### config.mk
export PLATFORM = sky130hd
export DESIGN_NAME = json_feedback_rx
export DESIGN_NICKNAME = d
export VERILOG_FILES = /design/src/rtl/nav_pkg.sv /design/src/rtl/uart_rx.sv /design/src/rtl/json_feedback_rx.sv
export SDC_FILE = /design/constraint.sdc
export NUM_CORES = 1
export LEC_CHECK = 0
export ABC_AREA = 1
export CAP_MARGIN = 20
export CELL_PAD_IN_SITES_DETAIL_PLACEMENT = 2
export CELL_PAD_IN_SITES_GLOBAL_PLACEMENT = 2
export CORE_AREA = 2 2 253 255
export DETAILED_ROUTE_END_ITERATION = 10
export DIE_AREA = 0 0 255 257
export GPL_TIMING_DRIVEN = 0
export PLACE_DENSITY_LB_ADDON = 0.1
export SYNTH_ARGS = -nofsm -noshare
export SYNTH_HDL_FRONTEND = slang
export SYNTH_SLANG_ARGS = --single-unit
### constraint.sdc
create_clock -name clk -period 6 [get_ports clk]
set_clock_uncertainty 0.1 [all_clocks]
set_input_delay 0.6 -clock clk [delete_from_list [all_inputs] [get_ports clk]]
set_output_delay 0.6 -clock clk [all_outputs]
set_load 0.01 [all_outputs]
### src/rtl/nav_pkg.sv
// rtl/nav_pkg.sv - shared parser state, ASCII codes and milli-unit scaling
package nav_pkg;

    typedef enum logic [3:0] {
        ST_IDLE,
        ST_KEY_OPEN,
        ST_KEY,
        ST_KEY_CLOSE,
        ST_COLON,
        ST_VALUE,
        ST_SKIP,
        ST_OBJ_END,
        ST_DISCARD
    } rx_state_t;

    localparam logic [7:0] CH_LBRACE = 8'h7B;
    localparam logic [7:0] CH_RBRACE = 8'h7D;
    localparam logic [7:0] CH_QUOTE  = 8'h22;
    localparam logic [7:0] CH_COLON  = 8'h3A;
    localparam logic [7:0] CH_COMMA  = 8'h2C;
    localparam logic [7:0] CH_DOT    = 8'h2E;
    localparam logic [7:0] CH_MINUS  = 8'h2D;
    localparam logic [7:0] CH_LF     = 8'h0A;
    localparam logic [7:0] CH_CR     = 8'h0D;
    localparam logic [7:0] CH_SPACE  = 8'h20;
    localparam logic [7:0] CH_T      = 8'h54;
    localparam logic [7:0] CH_L      = 8'h4C;
    localparam logic [7:0] CH_R      = 8'h52;

    localparam int MILLI_SCALE = 1000;

    localparam logic [1:0] KEY_T = 2'd0;
    localparam logic [1:0] KEY_L = 2'd1;
    localparam logic [1:0] KEY_R = 2'd2;

    // Multiplier that brings an accumulator with nfrac fraction digits to milli-units.
    function automatic logic [9:0] frac_scale(input logic [1:0] nfrac);
        case (nfrac)
            2'd0:    frac_scale = 10'(MILLI_SCALE);
            2'd1:    frac_scale = 10'd100;
            2'd2:    frac_scale = 10'd10;
            default: frac_scale = 10'd1;
        endcase
    endfunction

endpackage

### src/rtl/uart_rx.sv
// rtl/uart_rx.sv - 8N1 (optionally parity) UART receiver, one valid pulse per byte
module uart_rx #(
    parameter int CLKS_PER_BIT = 434,
    parameter int BITS_N       = 8,
    parameter int PARITY_TYPE  = 0
) (
    input  logic              clk,
    input  logic              rst,
    input  logic              i_rx,
    output logic [BITS_N-1:0] o_data,
    output logic              o_valid,
    output logic              o_err
);
    localparam int NBITS = (PARITY_TYPE != 0) ? BITS_N + 1 : BITS_N;
    localparam int CW    = $clog2(CLKS_PER_BIT + 1);
    localparam int BW    = $clog2(NBITS + 1);

    typedef enum logic [1:0] {RX_IDLE, RX_START, RX_DATA, RX_STOP} rx_phase_t;

    rx_phase_t         r_phase;
    logic [2:0]        r_sync;
    logic [CW-1:0]     r_cnt;
    logic [BW-1:0]     r_bit;
    logic [NBITS-1:0]  r_shift;
    logic [BITS_N-1:0] r_data;
    logic              r_valid;
    logic              r_err;
    logic              w_rx;
    logic              w_fall;
    logic              w_par_bad;

    assign w_rx   = r_sync[1];
    assign w_fall = r_sync[2] & ~r_sync[1];

    always_comb begin
        w_par_bad = 1'b0;
        if (PARITY_TYPE == 1)
            w_par_bad = ~(^r_shift);
        else if (PARITY_TYPE == 2)
            w_par_bad = ^r_shift;
    end

    // A new start bit needs a falling edge, so a low stop bit cannot retrigger reception.
    always_ff @(posedge clk) begin
        r_sync  <= {r_sync[1:0], i_rx};
        r_valid <= 1'b0;
        if (rst) begin
            r_sync  <= 3'b111;
            r_phase <= RX_IDLE;
            r_cnt   <= '0;
            r_bit   <= '0;
            r_shift <= '0;
            r_data  <= '0;
            r_err   <= 1'b0;
        end else begin
            case (r_phase)
                RX_IDLE: begin
                    r_cnt <= '0;
                    if (w_fall)
                        r_phase <= RX_START;
                end
                RX_START: begin
                    if (r_cnt == CW'(CLKS_PER_BIT / 2 - 1)) begin
                        r_cnt   <= '0;
                        r_bit   <= '0;
                        r_phase <= w_rx ? RX_IDLE : RX_DATA;
                    end else begin
                        r_cnt <= r_cnt + CW'(1);
                    end
                end
                RX_DATA: begin
                    if (r_cnt == CW'(CLKS_PER_BIT - 1)) begin
                        r_cnt   <= '0;
                        r_shift <= {w_rx, r_shift[NBITS-1:1]};
                        if (r_bit == BW'(NBITS - 1))
                            r_phase <= RX_STOP;
                        else
                            r_bit <= r_bit + BW'(1);
                    end else begin
                        r_cnt <= r_cnt + CW'(1);
                    end
                end
                default: begin
                    if (r_cnt == CW'(CLKS_PER_BIT - 1)) begin
                        r_cnt   <= '0;
                        r_valid <= 1'b1;
                        r_data  <= r_shift[BITS_N-1:0];
                        r_err   <= ~w_rx | w_par_bad;
                        r_phase <= RX_IDLE;
                    end else begin
                        r_cnt <= r_cnt + CW'(1);
                    end
                end
            endcase
        end
    end

    assign o_data  = r_data;
    assign o_valid = r_valid;
    assign o_err   = r_err;

endmodule

### src/rtl/json_feedback_rx.sv
// rtl/json_feedback_rx.sv - JSON rover feedback line parser; JSON_RX_ERR_COUNT_EN adds err_count
module json_feedback_rx
    import nav_pkg::*;
#(
    parameter int CLKS_PER_BIT = 434,
    parameter int MAX_LINE_LEN = 64
) (
    input  logic        clk,
    input  logic        rst,
    input  logic        uart_in,
    output logic        fb_valid,
    output logic [15:0] fb_type,
    output logic [15:0] fb_left,
    output logic [15:0] fb_right,
    output logic [2:0]  fb_present,
    output logic        parse_err
`ifdef JSON_RX_ERR_COUNT_EN
    ,
    output logic [15:0] err_count
`endif
);
    localparam int CNT_W = $clog2(MAX_LINE_LEN + 2);
    localparam logic [31:0] ACC_CAP = 32'd1_000_000;

    logic [7:0]       w_byte;
    logic             w_byte_valid;
    logic             w_stop_err;

    rx_state_t        r_state;
    logic [CNT_W-1:0] r_cnt;
    logic             r_first;
    logic [1:0]       r_key;
    logic             r_neg, r_nint, r_dot, r_vdone;
    logic [1:0]       r_nfrac;
    logic [31:0]      r_acc;
    logic [15:0]      r_stg_t, r_stg_l, r_stg_r;
    logic [2:0]       r_stg_p;
    logic             r_valid, r_perr;
    logic [15:0]      r_type, r_left, r_right;
    logic [2:0]       r_present;

    logic             w_ws, w_is_digit, w_in_frame, w_gen_err, w_tok_err;
    logic [CNT_W-1:0] w_cnt_next;
    logic [31:0]      w_acc_mul, w_acc_sat, w_scaled;
    logic [15:0]      w_t_val, w_lr_val;

    uart_rx #(
        .CLKS_PER_BIT (CLKS_PER_BIT),
        .BITS_N       (8),
        .PARITY_TYPE  (0)
    ) u_uart_rx (
        .clk     (clk),
        .rst     (rst),
        .i_rx    (uart_in),
        .o_data  (w_byte),
        .o_valid (w_byte_valid),
        .o_err   (w_stop_err)
    );

    assign w_ws       = (w_byte == CH_SPACE) || (w_byte == CH_CR);
    assign w_is_digit = (w_byte >= 8'h30) && (w_byte <= 8'h39);
    assign w_in_frame = (r_state != ST_IDLE) && (r_state != ST_DISCARD);
    assign w_cnt_next = r_cnt + CNT_W'(1);
    assign w_acc_mul  = r_acc * 32'd10 + {28'd0, w_byte[3:0]};
    assign w_acc_sat  = (w_acc_mul > ACC_CAP) ? ACC_CAP : w_acc_mul;
    assign w_scaled   = r_acc * {22'd0, frac_scale(r_nfrac)};
    assign w_t_val    = (r_acc > 32'd65535) ? 16'hFFFF : r_acc[15:0];

    always_comb begin
        if (r_neg)
            w_lr_val = (w_scaled > 32'd32768) ? 16'h8000 : 16'(32'd0 - w_scaled);
        else
            w_lr_val = (w_scaled > 32'd32767) ? 16'h7FFF : w_scaled[15:0];
    end

    // Errors that apply in every in-frame state, then per-state token checks.
    assign w_gen_err = w_in_frame && (w_stop_err || (w_cnt_next > CNT_W'(MAX_LINE_LEN)) ||
                       (w_byte == CH_LBRACE) || ((w_byte == CH_LF) && (r_state != ST_OBJ_END)));

    always_comb begin
        w_tok_err = 1'b0;
        case (r_state)
            ST_KEY_OPEN:  w_tok_err = !((w_byte == CH_QUOTE) || w_ws || ((w_byte == CH_RBRACE) && r_first));
            ST_KEY_CLOSE: w_tok_err = (w_byte == CH_QUOTE) && r_stg_p[r_key];
            ST_COLON:     w_tok_err = !((w_byte == CH_COLON) || w_ws);
            ST_VALUE: begin
                if (w_ws)
                    w_tok_err = 1'b0;
                else if (w_byte == CH_MINUS)
                    w_tok_err = r_nint || r_neg || (r_key == KEY_T);
                else if (w_is_digit)
                    w_tok_err = r_vdone;
                else if (w_byte == CH_DOT)
                    w_tok_err = (r_key == KEY_T) || r_dot || !r_nint || r_vdone;
                else if ((w_byte == CH_COMMA) || (w_byte == CH_RBRACE))
                    w_tok_err = !r_nint;
                else
                    w_tok_err = 1'b1;
            end
            ST_OBJ_END:   w_tok_err = !((w_byte == CH_LF) || w_ws);
            default:      w_tok_err = 1'b0;
        endcase
    end

    always_ff @(posedge clk) begin
        r_valid <= 1'b0;
        r_perr  <= 1'b0;
        if (rst) begin
            r_state   <= ST_IDLE;
            r_cnt     <= '0;
            r_first   <= 1'b0;
            r_key     <= KEY_T;
            r_neg     <= 1'b0;
            r_nint    <= 1'b0;
            r_dot     <= 1'b0;
            r_vdone   <= 1'b0;
            r_nfrac   <= 2'd0;
            r_acc     <= '0;
            r_stg_t   <= '0;
            r_stg_l   <= '0;
            r_stg_r   <= '0;
            r_stg_p   <= '0;
            r_type    <= '0;
            r_left    <= '0;
            r_right   <= '0;
            r_present <= '0;
        end else if (w_byte_valid) begin
            if (w_in_frame)
                r_cnt <= w_cnt_next;
            if (w_gen_err || w_tok_err) begin
                r_perr  <= 1'b1;
                r_state <= (w_byte == CH_LF) ? ST_IDLE : ST_DISCARD;
            end else begin
                case (r_state)
                    ST_IDLE: if ((w_byte == CH_LBRACE) && !w_stop_err) begin
                        r_state <= ST_KEY_OPEN;
                        r_cnt   <= CNT_W'(1);
                        r_first <= 1'b1;
                        r_stg_p <= '0;
                    end
                    ST_KEY_OPEN: begin
                        if (w_byte == CH_QUOTE)
                            r_state <= ST_KEY;
                        else if (w_byte == CH_RBRACE)
                            r_state <= ST_OBJ_END;
                    end
                    ST_KEY: begin
                        r_state <= ST_KEY_CLOSE;
                        if (w_byte == CH_T)
                            r_key <= KEY_T;
                        else if (w_byte == CH_L)
                            r_key <= KEY_L;
                        else if (w_byte == CH_R)
                            r_key <= KEY_R;
                        else
                            r_state <= ST_SKIP;
                    end
                    ST_KEY_CLOSE: r_state <= (w_byte == CH_QUOTE) ? ST_COLON : ST_SKIP;
                    ST_COLON: if (w_byte == CH_COLON) begin
                        r_state <= ST_VALUE;
                        r_acc   <= '0;
                        r_neg   <= 1'b0;
                        r_nint  <= 1'b0;
                        r_dot   <= 1'b0;
                        r_nfrac <= 2'd0;
                        r_vdone <= 1'b0;
                    end
                    ST_VALUE: begin
                        if (w_ws) begin
                            if (r_neg || r_nint)
                                r_vdone <= 1'b1;
                        end else if (w_byte == CH_MINUS) begin
                            r_neg <= 1'b1;
                        end else if (w_is_digit) begin
                            if (!r_dot) begin
                                r_acc  <= w_acc_sat;
                                r_nint <= 1'b1;
                            end else if (r_nfrac != 2'd3) begin
                                r_acc   <= w_acc_sat;
                                r_nfrac <= r_nfrac + 2'd1;
                            end
                        end else if (w_byte == CH_DOT) begin
                            r_dot <= 1'b1;
                        end else begin
                            case (r_key)
                                KEY_T:   r_stg_t <= w_t_val;
                                KEY_L:   r_stg_l <= w_lr_val;
                                default: r_stg_r <= w_lr_val;
                            endcase
                            r_stg_p[r_key] <= 1'b1;
                            r_first <= 1'b0;
                            r_state <= (w_byte == CH_COMMA) ? ST_KEY_OPEN : ST_OBJ_END;
                        end
                    end
                    ST_SKIP: begin
                        if (w_byte == CH_COMMA) begin
                            r_first <= 1'b0;
                            r_state <= ST_KEY_OPEN;
                        end else if (w_byte == CH_RBRACE) begin
                            r_state <= ST_OBJ_END;
                        end
                    end
                    ST_OBJ_END: if (w_byte == CH_LF) begin
                        r_valid   <= 1'b1;
                        r_present <= r_stg_p;
                        if (r_stg_p[0]) r_type  <= r_stg_t;
                        if (r_stg_p[1]) r_left  <= r_stg_l;
                        if (r_stg_p[2]) r_right <= r_stg_r;
                        r_state <= ST_IDLE;
                    end
                    default: if (w_byte == CH_LF) r_state <= ST_IDLE;
                endcase
            end
        end
    end

    assign fb_valid   = r_valid;
    assign parse_err  = r_perr;
    assign fb_type    = r_type;
    assign fb_left    = r_left;
    assign fb_right   = r_right;
    assign fb_present = r_present;

`ifdef JSON_RX_ERR_COUNT_EN
    logic [15:0] r_err_cnt;

    always_ff @(posedge clk) begin
        if (rst)
            r_err_cnt <= '0;
        else if (r_perr && (r_err_cnt != 16'hFFFF))
            r_err_cnt <= r_err_cnt + 16'd1;
    end

    assign err_count = r_err_cnt;
`endif

endmodule

==> flow_metrics.py <==
metrics = {
    "timing": {
        "fmax_ghz": 0.142,
        "timing.final.crit_period_ns": 7.02,
        "setup_viol": 32,
        "worst_slack_ns": -1.02,
        "relSlewSlack_pct": 36.2,
        "period_share_pct": 117,
        "hold_ws_ns": 0.319,
        "rsz0062_at_grt": "yes",
        "tightestPinTransition_ns": 0.956,
        "finalHoldViolCount": 0,
        "final_max_slew_viol_count": 0,
    },
    "worst_setup_path": {
        "crit_start": "r_nfrac[1]$_SDFFE_PP0P_",
        "start_kind": "flip-flop",
        "crit_top_cell": "nand2_1",
        "cpMaxStageDelayCell": "fa_2",
        "r2r-start": "r_nfrac[1]$_SDFFE_PP0P_",
        "slowest_delay_ns": 0.58,
        "crit_arrival_ns": 7.35,
        "r2r_slack_ns": -1.02,
        "worstSetupPathType": "flip-flop to flip-flop",
        "cp.required_ns": 6.33,
        "end_kind": "flip-flop",
        "rr_endpoint": "r_stg_l[5]$_SDFFE_PP0P_",
        "crit_end": "r_stg_l[5]$_SDFFE_PP0P_",
        "reg2reg_depth": 33,
        "cp_max_fo": 7,
    },
    "finish": {
        "final_cell_mix": "nand2_1, inv_1, nor2_1",
        "antenna_cells": 0,
        "multi_input_area_sq_um": 15200,
        "final_common_cell": "nand2_1",
        "post-route-util_pct": 39.3,
        "drive_gt1_share_pct": 13.2,
        "layout.nets": 3577,
        "seq_area_sq_um": 3850,
        "syn2layout_area_growth_pct": 19.8,
        "fill_cells": 7439,
    },
    "routing": {
        "wirelength_mm": 82.9,
        "vias": 20654,
        "drtAntennaViolNets": 0,
        "drc": 0,
        "wl_per_cell_um": 20.1,
        "firstDrtPassIters": 4,
        "viasPerCell": 5.01,
        "drtIter0Drc": 728,
    },
    "clock_network": {
        "cts.clk_slew.worst_paths_ns": 0.08,
        "clk_latency_ns": 0.48,
        "cts_tree": "yes",
        "clock_path_buffers": 2,
        "clock-sinks": 192,
        "numCtsBuffers": 17,
        "htree_levels": 4,
        "root_buffer": "clkbuf_16",
    },
    "power_and_ir_drop": {
        "p_leak_nw": 12.3,
        "p_per_area_nw_per_um2": 104,
        "vdd_drop_max_uv": 172,
    },
    "placement": {
        "place.gp.congestion": 0.885,
        "numPortBuffers": 55,
        "dp_hpwl_mm": 66.8,
        "dp_slack_ns": -1.63,
    },
    "global_routing": {
        "grt_pass1_wl_mm": 128,
        "track_usage_pct": 25.1,
        "gr-total-overflow": 0,
        "grt_max_degree": 19,
        "grt_pass1_vias": 23131,
        "antenna_found_initial": 1,
    },
    "synthesis": {
        "ys_warn_count": 0,
        "synth_edf_count": 0,
        "synth_top_area_cell": "dfxtp_1",
        "synthCells": 3124,
        "synth.area.top_cells": "dfxtp_1, fa_1, nand2_1",
        "ys_types": 59,
        "syn-num-nets": 3438,
        "ys_ff_latch": 192,
        "synthFlopType": "dfxtp_1",
        "async_flop_share_pct": 0,
        "syn_avg_cell_area_sq_um": 6.59,
        "ys_seq_area_share_pct": 18.7,
        "synth_top_area_share_pct": 18.7,
        "syn_area_sq_um": 20600,
    },
    "floorplanning": {
        "dieArea_sq_um": 65500,
        "num_io_pins": 56,
        "fp.coreArea_sq_um": 62700,
        "fp.dieH_um": 257,
        "die_w_um": 255,
        "rows": 92,
        "initial_utilization_pct": 32.8,
    },
    "min_path": {
        "worstHoldStart": "u_uart_rx.r_sync[0]$_SDFF_PP1_",
        "min_path_type": "flip-flop to flip-flop",
    },
    "outcome": {
        "status": "complete, but fails checks",
        "violations": "setup timing",
    },
    "flow_run": {
        "drv_cap": 0,
    },
}
==> flip-flops by register name (all words and copies together), names as in the netlist, 7 cells and up <==
signal	count
r_cnt	7
r_stg_r	16
fb_left	16
r_stg_t	16
r_stg_l	16
r_acc	32
u_uart_rx.o_data	8
u_uart_rx.r_cnt	9
fb_type	16
fb_right	16
u_uart_rx.r_shift	8
==> worst max-delay path: cells and delay by family, from the launching register on <==
family                   cells  cell delay (ns)
adder cells (fa/ha/maj)      7             3.10
AND/OR/NAND/NOR             14             1.82
AO/OA/AOI/OAI                4             0.74
buffers and inverters        7             0.67
flip-flops                   1             0.37
XOR/XNOR                     1             0.14
==> synthesized netlist by cell type, drive strengths merged, types with 2 or more instances <==
cell and count:
buf 32, o21bai 10, o211ai 2, nor2 446, or2 9, o32ai 6
nor3 48, nor4 9, o31ai 3, a21oi 123, xor2 43, a32oi 2
dfxtp 192, clkbuf 60, a21boi 6, a21o 7, nand4 69, xnor2 25
a31oi 8, nand2 776, a211oi 21, o21ai 126, ha 149, inv 602
o21a 3, nand3b 9, and2 3, nand3 161, nor3b 3, fa 162
==> power by group <==
group | switching, mW | internal, mW
registers | 0.00654 | 1.28
clock network | 0.598 | 0.599
logic | 0.0655 | 0.0234
==> logic make-up after synthesis <==
logic type | share of synthesized area (%)
simple gates | 31.7
xor+xnor | 2.93
compound gates | 8.94
fa+ha+maj | 24.8
flops | 18.7
buf+inv | 13.0
==> repair_timing <==
item / in CTS / in global routing
setup endpoints to repair: 32 / 32
buffers inserted: 32 / 30
hold endpoints to repair: 0 / 0
gates cloned: 3 / 1
hold buffers: 0 / 0
pin swaps: 69 / 115
resized for setup: 121 / 125
==> metal layers <==
metal / share of wire (%) / wire length (um) / global-route usage (%)
met1: 45 / 37700 / 32.1
met2: 50 / 41600 / 44.5
met3: 2.1 / 1750 / 2.55
met4: 2.3 / 1900 / 6.60
met5: 0 / 0 / 0
==> final cells by class <==
type	instances	share of cell area, %
multi-input combinational	2237	61.7
clock inverter	13	0.573
clock buffer	18	1.78
timing repair buffer	120	4.48
timing repair inverter	1	0.0304
sequential	192	15.6
buffer	91	2.34
inverter	603	9.21
tap	846	4.29
==> through the flow <==
step	TNS (ns)	total power, mW	area, sq um	cells
after floorplan	0	1.37	21000	3124
after global placement	-46.66	1.40	22600	4025
after detailed placement	-49.58	1.41	22600	4025
after CTS	-26.86	2.62	24000	4091
after global routing	-39.51	2.67	24700	4121
final	-30.01	2.57	24700	4121
==> worst min-delay path by stage <==
stage,to,cells after the start,slack (ns)
floorplan,u_uart_rx.r_sync[1]$_SDFF_PP1_,1,0.29
global placement,u_uart_rx.r_sync[1]$_SDFF_PP1_,1,0.30
detailed placement,u_uart_rx.r_sync[1]$_SDFF_PP1_,1,0.30
CTS,u_uart_rx.r_sync[1]$_SDFF_PP1_,1,0.32
global route,u_uart_rx.r_sync[1]$_SDFF_PP1_,1,0.35
finish,u_uart_rx.r_sync[1]$_SDFF_PP1_,1,0.32
Note: power is estimated with default switching activity, not from simulation.
